## config.mk

```make
export PLATFORM = sky130hd
export DESIGN_NAME = sram_arbiter_flat
export DESIGN_NICKNAME = d
export VERILOG_FILES = /design/src/rtl/sram_arbiter_if.sv /design/src/rtl/sram_arbiter.sv /design/src/flat_wrapper.sv
export SDC_FILE = /design/constraint.sdc
export NUM_CORES = 1
export LEC_CHECK = 0
export ABC_AREA = 1
export CAP_MARGIN = 5
export CORE_MARGIN = 2
export CORE_UTILIZATION = 41
export CTS_CLUSTER_SIZE = 12
export DETAILED_ROUTE_END_ITERATION = 7
export PLACE_DENSITY_LB_ADDON = 0.15
export SETUP_SLACK_MARGIN = 0.4
export SLEW_MARGIN = 20
export SYNTH_ARGS = -nofsm -noshare
export SYNTH_HDL_FRONTEND = slang
export SYNTH_SLANG_ARGS = --single-unit
```

## constraint.sdc

```tcl
create_clock -name clk -period 1.8 [get_ports clk]
set_input_delay 0.18 -clock clk [delete_from_list [all_inputs] [get_ports clk]]
set_output_delay 0.18 -clock clk [all_outputs]
set_load 0.01 [all_outputs]
```

## src/rtl/sram_arbiter_if.sv

```systemverilog
// Bus bundle between the two requesting masters, the arbiter and the SRAM pads.
interface sram_arbiter_if;
  localparam int unsigned ADDR_W = 19;
  localparam int unsigned DATA_W = 32;
  localparam int unsigned BE_W   = 4;

  // Port A (CPU IO bus)
  logic              a_rd;
  logic              a_wr;
  logic [ADDR_W-1:0] a_addr;
  logic [BE_W-1:0]   a_be;
  logic [DATA_W-1:0] a_wdata;
  logic [DATA_W-1:0] a_rdata;
  logic              a_ready;

  // Port B (secondary master)
  logic              b_rd;
  logic              b_wr;
  logic [ADDR_W-1:0] b_addr;
  logic [BE_W-1:0]   b_be;
  logic [DATA_W-1:0] b_wdata;
  logic [DATA_W-1:0] b_rdata;
  logic              b_ready;

  logic              grant_b;

  // SRAM side
  logic              ram_cs_b;
  logic              ram_oe_b;
  logic              ram_wr_b;
  logic [ADDR_W-1:0] ram_addr;
  logic [DATA_W-1:0] ram_dq_out;
  logic              ram_dq_oe;
  logic [DATA_W-1:0] ram_dq_in;

  modport master (
    output a_rd, a_wr, a_addr, a_be, a_wdata,
    input  a_rdata, a_ready,
    output b_rd, b_wr, b_addr, b_be, b_wdata,
    input  b_rdata, b_ready,
    input  grant_b,
    input  ram_cs_b, ram_oe_b, ram_wr_b, ram_addr, ram_dq_out, ram_dq_oe,
    output ram_dq_in
  );

  modport slave (
    input  a_rd, a_wr, a_addr, a_be, a_wdata,
    output a_rdata, a_ready,
    input  b_rd, b_wr, b_addr, b_be, b_wdata,
    output b_rdata, b_ready,
    output grant_b,
    output ram_cs_b, ram_oe_b, ram_wr_b, ram_addr, ram_dq_out, ram_dq_oe,
    input  ram_dq_in
  );
endinterface

```

## src/rtl/sram_arbiter.sv

```systemverilog
// Two-port round-robin arbiter and strobe sequencer for a 512K x 32 async SRAM.
// Partial writes become read-modify-write so the SRAM only sees full words.
module sram_arbiter #(
  parameter int unsigned RD_LAT     = 1,
  parameter int unsigned WR_LAT     = 1,
  parameter int unsigned RMW_RD_LAT = 1,
  parameter int unsigned RMW_WR_LAT = 1
) (
  input  logic          clk,
  input  logic          rst_b,
  sram_arbiter_if.slave bus
);

  localparam int unsigned ADDR_W = 19;
  localparam int unsigned DATA_W = 32;
  localparam int unsigned BE_W   = 4;
  localparam int unsigned CNT_W  = 3;

  typedef enum logic [2:0] {
    S_IDLE,
    S_READ,
    S_RMW_RD,
    S_WRITE,
    S_DONE
  } state_t;

  state_t              r_state,   w_state;
  logic [CNT_W-1:0]    r_lcount,  w_lcount;
  logic                r_cs_b,    w_cs_b;
  logic                r_oe_b,    w_oe_b;
  logic                r_wr_b,    w_wr_b;
  logic [ADDR_W-1:0]   r_addr,    w_addr;
  logic [DATA_W-1:0]   r_dq_out,  w_dq_out;
  logic                r_dq_oe,   w_dq_oe;
  logic                r_a_ready, w_a_ready;
  logic                r_b_ready, w_b_ready;
  logic [DATA_W-1:0]   r_a_rdata, w_a_rdata;
  logic [DATA_W-1:0]   r_b_rdata, w_b_rdata;
  logic                r_grant_b, w_grant_b;
  logic [BE_W-1:0]     r_be,      w_be;
  logic [DATA_W-1:0]   r_wdata,   w_wdata;

  // Winner selection for the IDLE accept
  logic                w_a_req;
  logic                w_b_req;
  logic                w_win_b;
  logic                w_sel_rd;
  logic [ADDR_W-1:0]   w_sel_addr;
  logic [BE_W-1:0]     w_sel_be;
  logic [DATA_W-1:0]   w_sel_wdata;
  logic [DATA_W-1:0]   w_merge;

  // State and registered outputs; reset aborts any access in flight
  always_ff @(posedge clk or negedge rst_b) begin
    if (!rst_b) begin
      r_state   <= S_IDLE;
      r_lcount  <= '0;
      r_cs_b    <= 1'b1;
      r_oe_b    <= 1'b1;
      r_wr_b    <= 1'b1;
      r_addr    <= '0;
      r_dq_out  <= '0;
      r_dq_oe   <= 1'b0;
      r_a_ready <= 1'b0;
      r_b_ready <= 1'b0;
      r_a_rdata <= '0;
      r_b_rdata <= '0;
      r_grant_b <= 1'b1;
      r_be      <= '0;
      r_wdata   <= '0;
    end else begin
      r_state   <= w_state;
      r_lcount  <= w_lcount;
      r_cs_b    <= w_cs_b;
      r_oe_b    <= w_oe_b;
      r_wr_b    <= w_wr_b;
      r_addr    <= w_addr;
      r_dq_out  <= w_dq_out;
      r_dq_oe   <= w_dq_oe;
      r_a_ready <= w_a_ready;
      r_b_ready <= w_b_ready;
      r_a_rdata <= w_a_rdata;
      r_b_rdata <= w_b_rdata;
      r_grant_b <= w_grant_b;
      r_be      <= w_be;
      r_wdata   <= w_wdata;
    end
  end

  // Request muxing: on a tie the port not named by grant_b wins
  always_comb begin
    w_a_req     = bus.a_rd | bus.a_wr;
    w_b_req     = bus.b_rd | bus.b_wr;
    w_win_b     = w_b_req & (~w_a_req | ~r_grant_b);
    w_sel_rd    = w_win_b ? bus.b_rd    : bus.a_rd;
    w_sel_addr  = w_win_b ? bus.b_addr  : bus.a_addr;
    w_sel_be    = w_win_b ? bus.b_be    : bus.a_be;
    w_sel_wdata = w_win_b ? bus.b_wdata : bus.a_wdata;
  end

  // Per-lane merge of latched write data over the word read back from SRAM
  always_comb begin
    w_merge = bus.ram_dq_in;
    for (int n = 0; n < int'(BE_W); n++) begin
      if (r_be[n]) w_merge[n*8 +: 8] = r_wdata[n*8 +: 8];
    end
  end

  // Next-state and next-output logic
  always_comb begin
    w_state   = r_state;
    w_lcount  = r_lcount;
    w_cs_b    = r_cs_b;
    w_oe_b    = r_oe_b;
    w_wr_b    = r_wr_b;
    w_addr    = r_addr;
    w_dq_out  = r_dq_out;
    w_dq_oe   = r_dq_oe;
    w_a_ready = 1'b0;
    w_b_ready = 1'b0;
    w_a_rdata = r_a_rdata;
    w_b_rdata = r_b_rdata;
    w_grant_b = r_grant_b;
    w_be      = r_be;
    w_wdata   = r_wdata;

    case (r_state)
      S_IDLE: begin
        if (w_a_req | w_b_req) begin
          w_grant_b = w_win_b;
          w_be      = w_sel_be;
          w_wdata   = w_sel_wdata;
          if (w_sel_rd) begin
            w_addr   = w_sel_addr;
            w_cs_b   = 1'b0;
            w_oe_b   = 1'b0;
            w_dq_oe  = 1'b0;
            w_lcount = CNT_W'(RD_LAT);
            w_state  = S_READ;
          end else if (w_sel_be == 4'b1111) begin
            w_addr   = w_sel_addr;
            w_cs_b   = 1'b0;
            w_wr_b   = 1'b0;
            w_dq_out = w_sel_wdata;
            w_dq_oe  = 1'b1;
            w_lcount = CNT_W'(WR_LAT);
            w_state  = S_WRITE;
          end else if (w_sel_be == 4'b0000) begin
            // Nothing to write: complete without touching the SRAM
            w_a_ready = ~w_win_b;
            w_b_ready = w_win_b;
            w_state   = S_DONE;
          end else begin
            w_addr   = w_sel_addr;
            w_cs_b   = 1'b0;
            w_oe_b   = 1'b0;
            w_dq_oe  = 1'b0;
            w_lcount = CNT_W'(RMW_RD_LAT);
            w_state  = S_RMW_RD;
          end
        end
      end

      S_READ: begin
        if (r_lcount != '0) begin
          w_lcount = r_lcount - CNT_W'(1);
        end else begin
          if (r_grant_b) w_b_rdata = bus.ram_dq_in;
          else           w_a_rdata = bus.ram_dq_in;
          w_cs_b    = 1'b1;
          w_oe_b    = 1'b1;
          w_a_ready = ~r_grant_b;
          w_b_ready = r_grant_b;
          w_state   = S_DONE;
        end
      end

      S_RMW_RD: begin
        if (r_lcount != '0) begin
          w_lcount = r_lcount - CNT_W'(1);
        end else begin
          // OE releases on the same edge WR asserts, so they never overlap
          w_dq_out = w_merge;
          w_oe_b   = 1'b1;
          w_wr_b   = 1'b0;
          w_dq_oe  = 1'b1;
          w_lcount = CNT_W'(RMW_WR_LAT);
          w_state  = S_WRITE;
        end
      end

      S_WRITE: begin
        if (r_lcount != '0) begin
          w_lcount = r_lcount - CNT_W'(1);
        end else begin
          w_cs_b    = 1'b1;
          w_oe_b    = 1'b1;
          w_wr_b    = 1'b1;
          w_dq_oe   = 1'b0;
          w_a_ready = ~r_grant_b;
          w_b_ready = r_grant_b;
          w_state   = S_DONE;
        end
      end

      S_DONE: begin
        w_state = S_IDLE;
      end

      default: begin
        w_state = S_IDLE;
      end
    endcase
  end

  assign bus.a_rdata    = r_a_rdata;
  assign bus.a_ready    = r_a_ready;
  assign bus.b_rdata    = r_b_rdata;
  assign bus.b_ready    = r_b_ready;
  assign bus.grant_b    = r_grant_b;
  assign bus.ram_cs_b   = r_cs_b;
  assign bus.ram_oe_b   = r_oe_b;
  assign bus.ram_wr_b   = r_wr_b;
  assign bus.ram_addr   = r_addr;
  assign bus.ram_dq_out = r_dq_out;
  assign bus.ram_dq_oe  = r_dq_oe;

endmodule

```

## src/flat_wrapper.sv

```systemverilog
// flat-port wrapper written by rule: the top's interface ports become plain ports
module sram_arbiter_flat 
#(
  parameter int unsigned RD_LAT     = 1,
  parameter int unsigned WR_LAT     = 1,
  parameter int unsigned RMW_RD_LAT = 1,
  parameter int unsigned RMW_WR_LAT = 1
)
  (clk, rst_b, bus_a_rd, bus_a_wr, bus_a_addr, bus_a_be, bus_a_wdata, bus_a_rdata, bus_a_ready, bus_b_rd, bus_b_wr, bus_b_addr, bus_b_be, bus_b_wdata, bus_b_rdata, bus_b_ready, bus_grant_b, bus_ram_cs_b, bus_ram_oe_b, bus_ram_wr_b, bus_ram_addr, bus_ram_dq_out, bus_ram_dq_oe, bus_ram_dq_in);
  sram_arbiter_if bus_i ();
  input  logic clk;
  input  logic rst_b;
  input wire logic [$bits(bus_i.a_rd)-1:0] bus_a_rd;
  input wire logic [$bits(bus_i.a_wr)-1:0] bus_a_wr;
  input wire logic [$bits(bus_i.a_addr)-1:0] bus_a_addr;
  input wire logic [$bits(bus_i.a_be)-1:0] bus_a_be;
  input wire logic [$bits(bus_i.a_wdata)-1:0] bus_a_wdata;
  output wire logic [$bits(bus_i.a_rdata)-1:0] bus_a_rdata;
  output wire logic [$bits(bus_i.a_ready)-1:0] bus_a_ready;
  input wire logic [$bits(bus_i.b_rd)-1:0] bus_b_rd;
  input wire logic [$bits(bus_i.b_wr)-1:0] bus_b_wr;
  input wire logic [$bits(bus_i.b_addr)-1:0] bus_b_addr;
  input wire logic [$bits(bus_i.b_be)-1:0] bus_b_be;
  input wire logic [$bits(bus_i.b_wdata)-1:0] bus_b_wdata;
  output wire logic [$bits(bus_i.b_rdata)-1:0] bus_b_rdata;
  output wire logic [$bits(bus_i.b_ready)-1:0] bus_b_ready;
  output wire logic [$bits(bus_i.grant_b)-1:0] bus_grant_b;
  output wire logic [$bits(bus_i.ram_cs_b)-1:0] bus_ram_cs_b;
  output wire logic [$bits(bus_i.ram_oe_b)-1:0] bus_ram_oe_b;
  output wire logic [$bits(bus_i.ram_wr_b)-1:0] bus_ram_wr_b;
  output wire logic [$bits(bus_i.ram_addr)-1:0] bus_ram_addr;
  output wire logic [$bits(bus_i.ram_dq_out)-1:0] bus_ram_dq_out;
  output wire logic [$bits(bus_i.ram_dq_oe)-1:0] bus_ram_dq_oe;
  input wire logic [$bits(bus_i.ram_dq_in)-1:0] bus_ram_dq_in;
  assign bus_i.a_rd = bus_a_rd;
  assign bus_i.a_wr = bus_a_wr;
  assign bus_i.a_addr = bus_a_addr;
  assign bus_i.a_be = bus_a_be;
  assign bus_i.a_wdata = bus_a_wdata;
  assign bus_a_rdata = bus_i.a_rdata;
  assign bus_a_ready = bus_i.a_ready;
  assign bus_i.b_rd = bus_b_rd;
  assign bus_i.b_wr = bus_b_wr;
  assign bus_i.b_addr = bus_b_addr;
  assign bus_i.b_be = bus_b_be;
  assign bus_i.b_wdata = bus_b_wdata;
  assign bus_b_rdata = bus_i.b_rdata;
  assign bus_b_ready = bus_i.b_ready;
  assign bus_grant_b = bus_i.grant_b;
  assign bus_ram_cs_b = bus_i.ram_cs_b;
  assign bus_ram_oe_b = bus_i.ram_oe_b;
  assign bus_ram_wr_b = bus_i.ram_wr_b;
  assign bus_ram_addr = bus_i.ram_addr;
  assign bus_ram_dq_out = bus_i.ram_dq_out;
  assign bus_ram_dq_oe = bus_i.ram_dq_oe;
  assign bus_i.ram_dq_in = bus_ram_dq_in;
  sram_arbiter #(.RD_LAT(RD_LAT), .WR_LAT(WR_LAT), .RMW_RD_LAT(RMW_RD_LAT), .RMW_WR_LAT(RMW_WR_LAT)) u_core (.clk(clk), .rst_b(rst_b), .bus(bus_i));
endmodule
```

==> results of run 1 <==
==> power by group through the flow <==
stage                     Combinational (W)  Clock, W  Sequential, W
after floorplan                     0.00513         0        0.00719
after global placement               0.0106         0        0.00682
after detailed placement             0.0108         0        0.00686
after CTS                            0.0117   0.00356        0.00689
after global routing                 0.0154   0.00375        0.00729
final                                0.0144   0.00356        0.00708
==> layout by cell type, fill, tap and decap left out, types with 3 or more instances in the layout <==
cell type / n
dfrtp_1: 159
clkdlybuf4s50_1: 144
buf_8: 4
mux2i_1: 19
buf_16: 5
buf_12: 20
clkinvlp_4: 5
clkbuf_16: 33
nor2_1: 6
inv_1: 71
nand2_8: 3
o21ai_2: 36
nor2_4: 8
nand2_2: 48
inv_2: 5
buf_4: 76
o21ai_0: 111
nand3_4: 8
nand2_4: 35
dlymetal6s2s_1: 120
buf_2: 3
buf_6: 26
a31oi_1: 3
nand3_1: 36
clkbuf_8: 3
nand2_1: 234
o21ai_1: 71
inv_6: 4
dfstp_2: 4
==> layout make-up <==
class,instances,area (um2),share of cell area
Clock inverter,12,95.1,0.00687
Sequential cell,164,4110,0.297
Timing Repair Buffer,415,4830,0.349
Inverter,79,308,0.0222
Multi-Input combinational cell,640,3740,0.270
Tap cell,234,293,0.0212
Clock buffer,20,467,0.0337
==> synthesized netlist by cell type, drive strengths merged <==
library cell / number / area, um2
a21oi: 3 / 15.0
mux2i: 19 / 190
inv: 79 / 297
buf: 23 / 180
nand4: 1 / 6.26
or2: 2 / 12.5
nand3: 45 / 230
dfrtp: 160 / 4000
a21o: 1 / 7.51
dfstp: 4 / 105
o221ai: 1 / 8.76
nand2: 320 / 1240
o22ai: 2 / 12.5
nor3: 3 / 26.3
ha: 2 / 25.0
xor2: 1 / 8.76
nor2: 16 / 65.1
a31oi: 4 / 25.0
o211ai: 1 / 7.51
clkbuf: 36 / 136
o21ai: 219 / 1110
==> per-stage QoR <==
stage,util,setup slack [ps]
final,0.745,-124
after global routing,0.745,-191
after CTS,0.662,-2.96
after detailed placement,0.607,-455
after global placement,0.607,-404
after floorplan,-,-45.3
==> logic make-up after synthesis <==
logic type | Yosys count | share of synthesized area
AO/OA/AOI/OAI | 231 | 0.153
XOR/XNOR | 1 | 0.00114
adder cells (fa/ha/maj) | 2 | 0.00324
buffers and inverters | 138 | 0.0795
flip-flops | 164 | 0.533
multiplexers | 19 | 0.0247
AND/OR/NAND/NOR | 387 | 0.205
==> what timing repair did <==
item                                    in CTS  in global routing
cloned                                       5                 24
endpoints found under the hold margin       40                  0
endpoints found under the setup margin     286                286
gates resized for setup                    104                312
buffers inserted                            13                 23
hold buffers                                 1                  0
pin swaps                                   14                 18
==> metal layers <==
layer	part of all wire	routed length, um	vias up	global-route usage
met1	0.40	11600	3921	0.302
met4	0.022	646	0	0.0679
li1	-	-	3806	-
met3	0.064	1870	50	0.0713
met2	0.52	15200	300	0.417
met5	0	0	-	0
==> final timing paths <==
| check | end | slack, ps | depth (start not counted) |
|---|---|---|---|
| setup / recovery | u_core.bus.ram_addr[16]$_DFFE_PN0P_ | -120 | 11 |
| setup reg to reg | u_core.bus.ram_addr[16]$_DFFE_PN0P_ | -120 | 11 |
| hold reg to reg | u_core.bus.ram_dq_out[21]$_DFFE_PN0P_ | 470 | 2 |
| max in group asynchronous | u_core.r_state[0]$_DFFE_PN0P_ | 830 | 3 |
| min in group clk | u_core.bus.a_rdata[17]$_DFFE_PN0P_ | 330 | 3 |
| hold / removal | u_core.r_wdata[10]$_DFFE_PN0P_ | 280 | 2 |
==> flip-flops by register name (all words and copies together) (netlist names), 3 cells and up <==
signal / cells
u_core.r_state: 3
u_core.r_lcount: 3
u_core.bus.ram_addr: 19
u_core.r_be: 4
u_core.bus.a_rdata: 32
u_core.bus.ram_dq_out: 32
u_core.bus.b_rdata: 32
u_core.r_wdata: 32
==> worst max-delay path, cell delays in order (launching register included) <==
cell	delay [ps]
dfstp_2	570
o21ai_4	100
buf_12	160
nand3_4	90
nand2_4	60
buf_6	110
nor2_4	150
nand3_4	130
nand2_8	140
clkbuf_16	180
nand2_2	50
o21ai_1	90
==> flow_summary.ini, run 1 <==
[die]
core_area_mm2 = 0.0186
dieArea_mm2 = 0.0199
die_h_um = 141
row_count = 50
initial_utilization = 0.415
io_pins = 270
die_x_um = 141

[status]
violations = negative setup slack
outcome = finished, violations left

[finish]
fillers = 1333
final_layout_size_suffix_gt1_frac = 0.260
instances_no_fill = 1564
syn_to_final_growth_pct = 79.5
final_nets = 1467
diodes = 0
final_cell_area_mm2 = 0.0138

[power_and_ir_drop]
irDropWorstVdd_uv = 978
clockPowerShare = 0.142
total_power_w = 0.0250
leakage_nw = 7.61
seq_power_share = 0.283
switchingPower_w = 0.0102
p_sw_frac = 0.409
combPwrFrac = 0.574
powerDensity_mw_per_mm2 = 1810
p_int_w = 0.0148

[logic_synthesis]
postSynthCellCount = 942
ys_seq_area_frac = 0.533
synth_seq_cells = 164
synth_fp_nets = 1092
yosys_warnings = 0
ys_types = 33
syn_area_per_cell_um2 = 8.19
syn-cell-area_mm2 = 0.00771

[clock_tree]
cts_sinks = 164
cts_tree = yes
clockRootBuffer = clkbuf_16
numCtsBuffers = 17
h-tree-depth = 4
clockBufferDepth = 2
path_clk_slew_ps = 70
clk-insertion-delay-late_ps = 430

[setup_path]
cp.required_ps = 2150
crit_fanout = 7
worstPathArrival_ps = 2270
worstSetupStartpoint = u_core.bus.grant_b$_DFFE_PN1P_
r2r_start = u_core.bus.grant_b$_DFFE_PN1P_
cp-end-kind = register
startpoint_type = register
crit_type = register to register

[grt]
overflow = 0
grt_max_degree = 49
grt_pass1_wl_um = 37900
grt_usage = 0.244
grt_antenna_before_repair = 0
grt_pass1_vias = 7268

[sta]
rsz0062_at_grt = yes
period_minus_slack_ps = 1920
setup_slack_ps = -124
fmax_mhz = 520
drv_slew = 0
setup_tns_ps = -2750
min_period_over_period = 1.07
setup_violations = 68
finClkSkew_ps = 9.33
slew_headroom = 0.548
tightest_slew_ps = 679
hold_violations = 0
whs_ps = 275

[detailed_routing]
antenna_left = 0
via_count = 8077
drt-initial-drc-count = 447
vias_per_cell = 5.16
wire_per_inst_um = 18.8
drc_errors = 0
firstDrtPassIters = 5
wl_um = 29300

[worst_hold_path]
hp-class = primary input to async pin

[job]
max-cap-violations = 0

[place]
gp_congestion = 0.858
placed_cells = 1466
dpl_cell_area_mm2 = 0.0113
numPortBuffers = 269
dp.final_hpwl_um = 16800
Note: power is estimated with default switching activity, not from simulation.
==> run 2: changes to the inputs <==
--- a/config.mk
+++ b/config.mk
@@ -7,6 +7,7 @@
 export LEC_CHECK = 0
 export ABC_AREA = 1
 export CAP_MARGIN = 5
+export CORE_ASPECT_RATIO = 1.2
 export CORE_MARGIN = 2
 export CORE_UTILIZATION = 41
 export CTS_CLUSTER_SIZE = 12
@@ -17,3 +18,4 @@
 export SYNTH_ARGS = -nofsm -noshare
 export SYNTH_HDL_FRONTEND = slang
 export SYNTH_SLANG_ARGS = --single-unit
+export TNS_END_PERCENT = 20
==> run 2 against run 1 <==
Against the previous run:
- the run still ends with negative setup slack left
- sequential share of layout area up 2.7 points
- power down 7.8%
- core utilization down 5.3 points
- cell count down 1.5%
- register-to-register slack better by 80 ps
- worst hold slack worse by 130 ps
- first-iteration DRC count up 1.3%
- cell area down 8.5%
- critical path depth unchanged
==> flow_summary.ini, run 2 (synthesis results as in run 1) <==
[clock_tree]
clockRootBuffer = clkbuf_16
numCtsBuffers = 17
h-tree-depth = 4
clockBufferDepth = 2
cts_tree = yes
cts_sinks = 164
clk-insertion-delay-late_ps = 420
path_clk_slew_ps = 60

[setup_path]
crit_fanout = 7
cp.required_ps = 2100
timing.rr.end = u_core.bus.a_rdata[24]$_DFFE_PN0P_
cp-end-kind = register
r2r_start = u_core.r_lcount[1]$_DFFE_PN0P_
crit_type = register to register
startpoint_type = register
worstPathArrival_ps = 2150
reg2reg_slack_ps = -40
r2r_cells = 11

[finish]
final_layout_size_suffix_gt1_frac = 0.180
instances_no_fill = 1540
diodes = 0
final_common_cell = nand2_1
final_cell_mix = nand2_1, clkdlybuf4s50_1, o21ai_0, dfrtp_1, inv_1
final_util = 0.692
final_nets = 1425
final_cell_area_mm2 = 0.0127
syn_to_final_growth_pct = 64.2

[grt]
grt_usage = 0.255
grt_antenna_before_repair = 0
grt_max_degree = 71
overflow = 0
grt_pass1_wl_um = 39500
grt_pass1_vias = 7564

[detailed_routing]
wire_per_inst_um = 16.4
firstDrtPassIters = 5
antenna_left = 0
via_count = 7521
vias_per_cell = 4.88
drc_errors = 0
drt-initial-drc-count = 453
wl_um = 25300

[sta]
finClkSkew_ps = 11.5
setup_slack_ps = -42.2
fmax_mhz = 543
hold_violations = 0
tightest_slew_ps = 588
drv_slew = 0
period_minus_slack_ps = 1840
rsz0062_at_grt = yes
min_period_over_period = 1.02
setup_violations = 28
slew_headroom = 0.608

[status]
outcome = finished, violations left
violations = negative setup slack

[die]
row_count = 54
core_area_mm2 = 0.0183
dieArea_mm2 = 0.0199
io_pins = 270
die_h_um = 154
die_x_um = 129
initial_utilization = 0.421

[place]
gp_congestion = 0.858
numPortBuffers = 269
dpl_cell_area_mm2 = 0.0111
placed_cells = 1468
dp.final_hpwl_um = 16800

[power_and_ir_drop]
leakage_nw = 5.97
irDropWorstVdd_uv = 882
powerDensity_mw_per_mm2 = 1820

[worst_hold_path]
hp-class = primary input to async pin

[job]
max-cap-violations = 0
run 2: changes by cell type in the layout (fill, tap and decap cells not counted), sizes merged:
cell,previous run,this run
clkdlybuf4s50,144,264
dlymetal6s2s,120,3
buf,134,104
clkbuf,36,22
bufinv,0,3
clkinv,4,1
clkinvlp,5,4
run 2: report_power, final:
| part | internal, W | switching (W) | total (W) |
|---|---|---|---|
| sequential | 0.00561 | 0.00130 | 0.00691 |
| combinational | 0.00641 | 0.00602 | 0.0124 |
| clock | 0.00220 | 0.00152 | 0.00372 |
run 2: what timing repair did:
action,CTS,global route
hold buffers,1,0
setup endpoints to repair,286,286
endpoints found under the hold margin,162,0
gates resized for setup,102,82
gates cloned,10,1
buffers inserted,24,4
pin swaps,7,6
run 2: area by class of cell:
type / count / area (um2)
fillers: 1440 / 5650
flip-flops and latches: 164 / 4110
repair buffers: 373 / 4030
multi-input cells: 640 / 3310
clock buffers: 21 / 440
well taps: 252 / 315
inverters: 79 / 304
clock inverters: 11 / 151
run 2: per-stage QoR:
stage / hold slack [ps] / setup TNS, ps / total power (W) / setup WS, ps
after CTS: 133 / 0 / 0.0226 / 5.82
after global placement: 18.5 / -21000 / 0.0172 / -337
after global routing: 147 / -7820 / 0.0247 / -140
after floorplan: -116 / -1490 / 0.0120 / -45.6
after detailed placement: 20.4 / -27800 / 0.0174 / -380
final: 148 / -556 / 0.0231 / -42.2
run 2: how the worst max path moves through the flow:
stage                                              start  slack, ps                               endpoint  cells after the start
after floorplan           u_core.r_lcount[0]$_DFFE_PN0P_        -50   u_core.bus.ram_dq_out[0]$_DFFE_PN0P_                     12
after global placement                          bus_a_rd       -340  u_core.bus.ram_dq_out[22]$_DFFE_PN0P_                     10
after detailed placement                        bus_b_rd       -380  u_core.bus.ram_dq_out[27]$_DFFE_PN0P_                     13
after CTS                 u_core.bus.grant_b$_DFFE_PN1P_          6  u_core.bus.ram_dq_out[19]$_DFFE_PN0P_                     10
after global routing      u_core.bus.grant_b$_DFFE_PN1P_       -140   u_core.bus.ram_dq_out[8]$_DFFE_PN0P_                     12
final                     u_core.r_lcount[1]$_DFFE_PN0P_        -40     u_core.bus.a_rdata[24]$_DFFE_PN0P_                     11
run 2: per-layer routing:
layer,vias to the layer above,global-route usage,share of wire
li1,3707,-,-
met1,3470,0.306,0.40
met2,284,0.439,0.49
met3,60,0.0657,0.065
met4,0,0.0952,0.038
met5,-,0,0
run 2: critical path, cell delays in order, from the launching register on:
cell	delay, ps
dfrtp_1	390
inv_2	90
ha_4	130
inv_2	20
or2_4	240
buf_6	140
inv_8	60
nand3_4	170
buf_12	200
buf_16	140
nand2_2	80
o21ai_2	70
